`config.mk`:
```
export PLATFORM = sky130hd
export DESIGN_NAME = pc_fetch_unit
export DESIGN_NICKNAME = d
export VERILOG_FILES = /design/src/rtl/pc_fetch_unit_pkg.sv /design/src/rtl/sync_fifo.sv /design/src/rtl/pc_fetch_unit.sv
export SDC_FILE = /design/constraint.sdc
export NUM_CORES = 1
export LEC_CHECK = 0
export BUFFER_PORTS_ARGS = -buffer_cell sky130_fd_sc_hd__buf_4
export CORE_MARGIN = 4
export CORE_UTILIZATION = 55
export CTS_BUF_LIST = sky130_fd_sc_hd__clkbuf_16
export DETAILED_ROUTE_END_ITERATION = 8
export GPL_TIMING_DRIVEN = 1
export PLACE_DENSITY = 0.78
export SETUP_SLACK_MARGIN = 0.2
export SLEW_MARGIN = 10
export SYNTH_ARGS = -nofsm -noshare
export SYNTH_HDL_FRONTEND = slang
export SYNTH_SLANG_ARGS = --single-unit
```
`constraint.sdc`:
```
create_clock -name clock -period 5 [get_ports clock]
set_input_delay 0.25 -clock clock [delete_from_list [all_inputs] [get_ports clock]]
set_output_delay 0.25 -clock clock [all_outputs]
set_load 0.005 [all_outputs]
```
`src/rtl/pc_fetch_unit_pkg.sv`:
```
// Shared definitions for the PC/fetch unit: data widths, reset PC, FSM states,
// and the buffered-instruction payload.
package pc_fetch_unit_pkg;

  localparam int unsigned XLEN       = 32;
  localparam int unsigned INST_BYTES = 4;
  localparam logic [XLEN-1:0] RESET_PC_DEFAULT = 32'h0000_0000;

  typedef enum logic [1:0] {
    IDLE  = 2'd0,
    FETCH = 2'd1,
    FLUSH = 2'd2
  } fetch_state_e;

  typedef struct packed {
    logic [XLEN-1:0] addr;
    logic [XLEN-1:0] data;
  } inst_entry_t;

  // Sequential fetch address; wraps naturally modulo 2^XLEN.
  function automatic logic [XLEN-1:0] next_pc(input logic [XLEN-1:0] pc);
    return pc + XLEN'(INST_BYTES);
  endfunction

endpackage

```
`src/rtl/sync_fifo.sv`:
```
// Small synchronous FIFO with occupancy count and a one-cycle clear.
// Simultaneous push and pop are both honoured, also when full.
module sync_fifo #(
  parameter int unsigned WIDTH = 32,
  parameter int unsigned DEPTH = 2
) (
  input  logic                         clock,
  input  logic                         reset_n,
  input  logic                         clear,
  input  logic                         push,
  input  logic [WIDTH-1:0]             push_data,
  input  logic                         pop,
  output logic [WIDTH-1:0]             head,
  output logic                         empty,
  output logic [$clog2(DEPTH+1)-1:0]   count
);

  localparam int unsigned CW = $clog2(DEPTH + 1);
  localparam int unsigned PW = (DEPTH > 1) ? $clog2(DEPTH) : 1;

  logic [WIDTH-1:0] mem [DEPTH];
  logic [PW-1:0]    rd_ptr;
  logic [PW-1:0]    wr_ptr;
  logic             do_push;
  logic             do_pop;

  function automatic logic [PW-1:0] bump(input logic [PW-1:0] p);
    return (p == PW'(DEPTH - 1)) ? '0 : p + PW'(1);
  endfunction

  assign do_pop  = pop && (count != '0);
  assign do_push = push && ((count != CW'(DEPTH)) || do_pop);

  // Storage is reset so the head reads zero out of reset.
  always_ff @(posedge clock) begin
    if (!reset_n) begin
      rd_ptr <= '0;
      wr_ptr <= '0;
      count  <= '0;
      for (int unsigned i = 0; i < DEPTH; i++) mem[PW'(i)] <= '0;
    end else if (clear) begin
      rd_ptr <= '0;
      wr_ptr <= '0;
      count  <= '0;
    end else begin
      if (do_push) begin
        mem[wr_ptr] <= push_data;
        wr_ptr      <= bump(wr_ptr);
      end
      if (do_pop) rd_ptr <= bump(rd_ptr);
      count <= count + CW'(do_push) - CW'(do_pop);
    end
  end

  assign head  = mem[rd_ptr];
  assign empty = (count == '0);

endmodule

```
`src/rtl/pc_fetch_unit.sv`:
```
// Instruction fetch front end: issues in-order fetch requests under a credit
// limit, buffers responses for decode, and squashes stale responses on redirect.
module pc_fetch_unit
  import pc_fetch_unit_pkg::*;
#(
  parameter logic [XLEN-1:0] RESET_PC = RESET_PC_DEFAULT,
  parameter int unsigned     DEPTH    = 2
) (
  input  logic            clock,
  input  logic            reset_n,
  input  logic            stall,
  input  logic            branchTaken,
  input  logic [XLEN-1:0] branchTarget,
  output logic            imemReqValid,
  output logic [XLEN-1:0] imemReqAddr,
  input  logic            imemReqReady,
  input  logic            imemRespValid,
  input  logic [XLEN-1:0] imemRespData,
  output logic            instValid,
  output logic [XLEN-1:0] instData,
  output logic [XLEN-1:0] instPC,
  input  logic            instReady
);

  localparam int unsigned CW = $clog2(DEPTH + 1);
  localparam int unsigned SW = CW + 1;

  fetch_state_e    state;
  logic [XLEN-1:0] pc;
  logic [CW-1:0]   stale_cnt;

  logic [CW-1:0]   aq_count;
  logic [CW-1:0]   iq_count;
  logic            aq_empty;
  logic            iq_empty;
  logic [XLEN-1:0] aq_head;
  inst_entry_t     iq_head;
  inst_entry_t     iq_push_data;

  logic [SW-1:0]   credit;
  logic [SW-1:0]   inflight_after;
  logic            req_fire;
  logic            resp_stale;
  logic            resp_live;
  logic            inst_pop;
  logic            unused_target_bits;

  assign unused_target_bits = ^branchTarget[1:0];

  // Credit covers both outstanding requests and buffered instructions.
  assign credit       = SW'(aq_count) + SW'(iq_count);
  assign imemReqValid = (state == FETCH) && !stall && !branchTaken && (credit < SW'(DEPTH));
  assign imemReqAddr  = pc;
  assign req_fire     = imemReqValid && imemReqReady;

  // Stale responses exist only in FLUSH, when the address queue is empty.
  assign resp_stale = imemRespValid && (stale_cnt != '0);
  assign resp_live  = imemRespValid && (stale_cnt == '0) && !aq_empty;
  assign inst_pop   = instValid && instReady;

  assign inflight_after = SW'(aq_count) + SW'(stale_cnt) + SW'(req_fire)
                        - SW'(resp_stale || resp_live);

  assign iq_push_data.addr = aq_head;
  assign iq_push_data.data = imemRespData;

  assign instValid = !iq_empty;
  assign instData  = iq_head.data;
  assign instPC    = iq_head.addr;

  sync_fifo #(.WIDTH(XLEN), .DEPTH(DEPTH)) u_addr_q (
    .clock     (clock),
    .reset_n   (reset_n),
    .clear     (branchTaken),
    .push      (req_fire),
    .push_data (pc),
    .pop       (resp_live),
    .head      (aq_head),
    .empty     (aq_empty),
    .count     (aq_count)
  );

  sync_fifo #(.WIDTH($bits(inst_entry_t)), .DEPTH(DEPTH)) u_inst_q (
    .clock     (clock),
    .reset_n   (reset_n),
    .clear     (branchTaken),
    .push      (resp_live),
    .push_data (iq_push_data),
    .pop       (inst_pop),
    .head      (iq_head),
    .empty     (iq_empty),
    .count     (iq_count)
  );

  // PC, stale counter and fetch state; a redirect wins over everything else.
  always_ff @(posedge clock) begin
    if (!reset_n) begin
      state     <= IDLE;
      pc        <= RESET_PC;
      stale_cnt <= '0;
    end else if (branchTaken) begin
      pc        <= {branchTarget[XLEN-1:2], 2'b00};
      stale_cnt <= CW'(inflight_after);
      state     <= (inflight_after != '0) ? FLUSH : FETCH;
    end else begin
      if (req_fire) pc <= next_pc(pc);
      unique case (state)
        IDLE:  state <= FETCH;
        FETCH: state <= FETCH;
        FLUSH: begin
          if (resp_stale) begin
            stale_cnt <= stale_cnt - CW'(1);
            if (stale_cnt == CW'(1)) state <= FETCH;
          end
        end
        default: state <= IDLE;
      endcase
    end
  end

endmodule

```
==> run_results.csv <==
group,metric,value,unit
setup_path,rr_worst_depth,14,
setup_path,cpPeakStageDelay,0.59,ns
hold_path,holdPathStages,3,
timing,final.setup.worst_slack,1.07,ns
synthesis,synthesis.area,10300,um^2
floorplan,die_x,145,um
job,maxCapViolCount,0,
setup_path,r2r_slack,1.07,ns
placed_design,dpl.hpwl,14.4,mm
setup_path,critical_path_class,"reg -> reg",
cts,cts_buffer_depth,3,
detailed_routing,ant_nets,0,
setup_path,regToRegStartpoint,"u_addr_q.count[0]$_SDFF_PP0_",
timing,worst_pin_slew,1.13,ns
setup_path,crit_arrival,4.33,ns
timing,fin_hold_ws,0.0169,ns
setup_path,rr_endpoint,"state[0]$_SDFFE_PN0P_",
floorplan,io_pins,169,
detailed_routing,drt_iter0_drc,400,
synthesis,synth_seq_cells,228,
synthesis,ys_async_sr_fraction,0,
timing,rsz0062_at_grt,"no",
hold_path,hold_end,"imemReqAddr[17]$_SDFFE_PN0P_",
timing,fin_crit,3.93,ns
cts,htreeDepth,1,
floorplan,dieArea,21000,um^2
synthesis,muxShareOfSynthArea,0.0980,
floorplan,fp.dieH,145,um
placed_design,portBuffers,162,
hold_path,timing.hold.worst.start,"branchTarget[17]",
synthesis,yosys.cell_types.count,51,
timing,period_share,0.785,
synthesis,syn_inst,806,
global_route,grt_max_degree,45,
global_route,grt_pass1_vias,6686,
detailed_routing,vias_per_cell,5.48,
pwr,irDropWorstVdd,211,uV
timing,hold_viol_final,0,
setup_path,cp_cell_sequence,"inv_1, nor2_1, fa_1, or4_4, nor2_1, inv_1, ha_1, fa_1, inv_1, fa_1, nand2b_1, o21ai_0, o21ai_0, a311oi_1",
setup_path,slowest_stage,"or4_4",
timing,fmax,255,MHz
cts,post_cts_buffers,0,
synthesis,synth_xor_xnor_area_share,0.0281,
synthesis,yosysWarnings,0,
hold_path,hold_class,"in -> reg",
setup_path,cp_top_family,"adder cells",
synthesis,synth_seq_area_share,0.622,
global_route,antenna_found_initial,0,
placed_design,place_ws,1.11,ns
pwr,p_leak,4.84,nW
cts,cts_tree,"built",
setup_path,path_max_fanout,5,
detailed_routing,firstDrtPassIters,5,
floorplan,start_util,0.565,
synthesis,syn_avg_cell_area,12.8,um^2
cts,clock_latency,0.50,ns
setup_path,critPathBufInv,3,
finish,drive_above_1_share,0.294,
cts,cts-buffers-inserted,25,
global_route,grt_overflow,0,
synthesis,synth_edf_count,184,
timing,skew,0.0116,ns
finish,finalNonFillerCells,1207,
timing,relSlewSlack,0.239,
synthesis,synth_compound_gate_area_share,0.0399,
floorplan,core-area,18200,um^2
finish,register_area,6410,um^2
cts,post_cts_resized,0,
synthesis,synthAdderAreaFrac,0.0168,
cts,clock-sinks,228,
pwr,p_total,0.00434,W
floorplan,rows,49,
detailed_routing,routed_wl,21.9,mm
setup_path,cp-startpoint,"u_addr_q.count[0]$_SDFF_PP0_",
setup_path,critPathCaptureType,"register",
setup_path,startpoint_type,"register",
finish,fillers,1313,
setup_path,crit_required,5.40,ns
detailed_routing,vias,6612,
detailed_routing,drc,0,
run_status,status,"finished, final reports clean",
synthesis,synth_simple_gate_area_share,0.165,
finish,antennaDiodeCount,0,
placed_design,gp_congestion,0.844,
detailed_routing,routedWlPerCell,18.1,um
finish,nets,1044,
cts,cts_root_buffer,"clkbuf_16",
synthesis,synth_top_family_by_area,"simple AND/OR/NAND/NOR gates",
finish,multiInputGateArea,3600,um^2
synthesis,synthFlopType,"edfxtp_1",
timing,finalSetupViolCount,0,
pwr,power_density,347,nW/um^2
placed_design,dpl.cell_count,1160,
global_route,grt_pass1_wl,34.1,mm
timing,fin_setup_tns,0,ns
finish,syn_to_final_growth,21.6,%
global_route,gr-usage-all-layers,0.205,
cts,clk_pin_slew,0.06,ns
timing,maxSlewViolCount,0,
## Yosys cell counts, drive strengths merged, types with 4 or more instances
cell / n / area [um^2]
a21oi: 17 / 85.1
edfxtp: 184 / 5530
nand2: 22 / 85.1
inv: 15 / 56.3
nand4: 20 / 125
mux2i: 31 / 310
o22ai: 4 / 25.0
and3: 10 / 67.6
xnor2: 17 / 149
mux2: 62 / 698
dfxtp: 44 / 881
ha: 9 / 113
buf: 14 / 114
nor3: 4 / 25.0
o21ai: 18 / 90.1
xor2: 16 / 140
nor2: 90 / 345
and2: 130 / 813
nand3: 17 / 85.1
nor4: 5 / 52.6
clkbuf: 37 / 139
a211oi: 4 / 35.0
## sequential cells by signal, indices dropped and copies added (netlist names), named ones only
name / cells
imemReqAddr: 30
u_inst_q.wr_ptr: 1
stale_cnt: 2
u_addr_q.rd_ptr: 1
state: 2
u_addr_q.mem: 60
u_inst_q.rd_ptr: 1
u_addr_q.count: 2
u_inst_q.count: 2
u_inst_q.mem: 124
u_addr_q.wr_ptr: 1
## kinds of logic (layout without fill, tap and decap cells)
| group | after synthesis | after routing |
|---|---|---|
| and+or+nand+nor | 311 | 311 |
| other | 1 | 4 |
| DFF | 228 | 228 |
| AOI/OAI and AO/OA | 62 | 62 |
| adders and majority gates | 12 | 12 |
| muxes | 93 | 93 |
| xor gates and xnor gates | 33 | 33 |
| buffers and inverters | 66 | 235 |
## placed cells by master (no fill, tap or decap), types with 19 or more instances in the layout
cell and n:
edfxtp_1 184, nand4_1 20, dfxtp_1 43, inv_1 19
nand2_1 19, mux2i_1 31, buf_4 173, and2_1 130
mux2_2 62, clkbuf_16 25, nor2_1 88
## routing by layer
metal,track usage,up-vias,share of wire
li1,-,3165,-
met1,0.285,3176,0.43
met2,0.341,237,0.47
met3,0.0319,34,0.073
met4,0.0496,0,0.018
met5,0,-,0
## timing repair
| item | in CTS | in global routing |
|---|---|---|
| setup endpoints to repair | 0 | 0 |
| endpoints found under the hold margin | 3 | 0 |
| hold buffers | 3 | 0 |
## power breakdown
| group | internal [W] | switching [W] | total (W) |
|---|---|---|---|
| logic | 0.000145 | 0.000147 | 0.000292 |
| registers | 0.00212 | 0.0000577 | 0.00218 |
| clock network | 0.00116 | 0.000709 | 0.00187 |
| total | 0.00343 | 0.000914 | 0.00434 |
## worst max path at each step
stage	to	slack, ns	cells after the start
floorplan	state[1]$_SDFFE_PN0P_	1.44	14
global placement	state[0]$_SDFFE_PN0P_	1.17	14
detailed placement	state[0]$_SDFFE_PN0P_	1.11	14
CTS	state[0]$_SDFFE_PN0P_	1.06	14
global route	state[0]$_SDFFE_PN0P_	0.81	14
finish	state[0]$_SDFFE_PN0P_	1.07	14
## per-stage QoR
stage | utilization | cell area [um^2]
finish | 0.688 | 12500
global route | 0.688 | 12500
CTS | 0.688 | 12500
detailed placement | 0.640 | 11600
global placement | 0.640 | 11600
floorplan | - | 10300
## tightest hold or removal path, cell delays in order
cell and delay, ns:
buf_4 0.07, o21ai_0 0.06, a21oi_1 0.10
## cell type report
class,count,share of cell area
clock buffers,25,0.0500
inverters,15,0.00450
repair buffers,176,0.106
well taps,229,0.0229
clock inverters,19,0.0175
flip-flops and latches,228,0.512
multi-input cells,515,0.287
No activity file was read; power rests on OpenSTA's default activity.
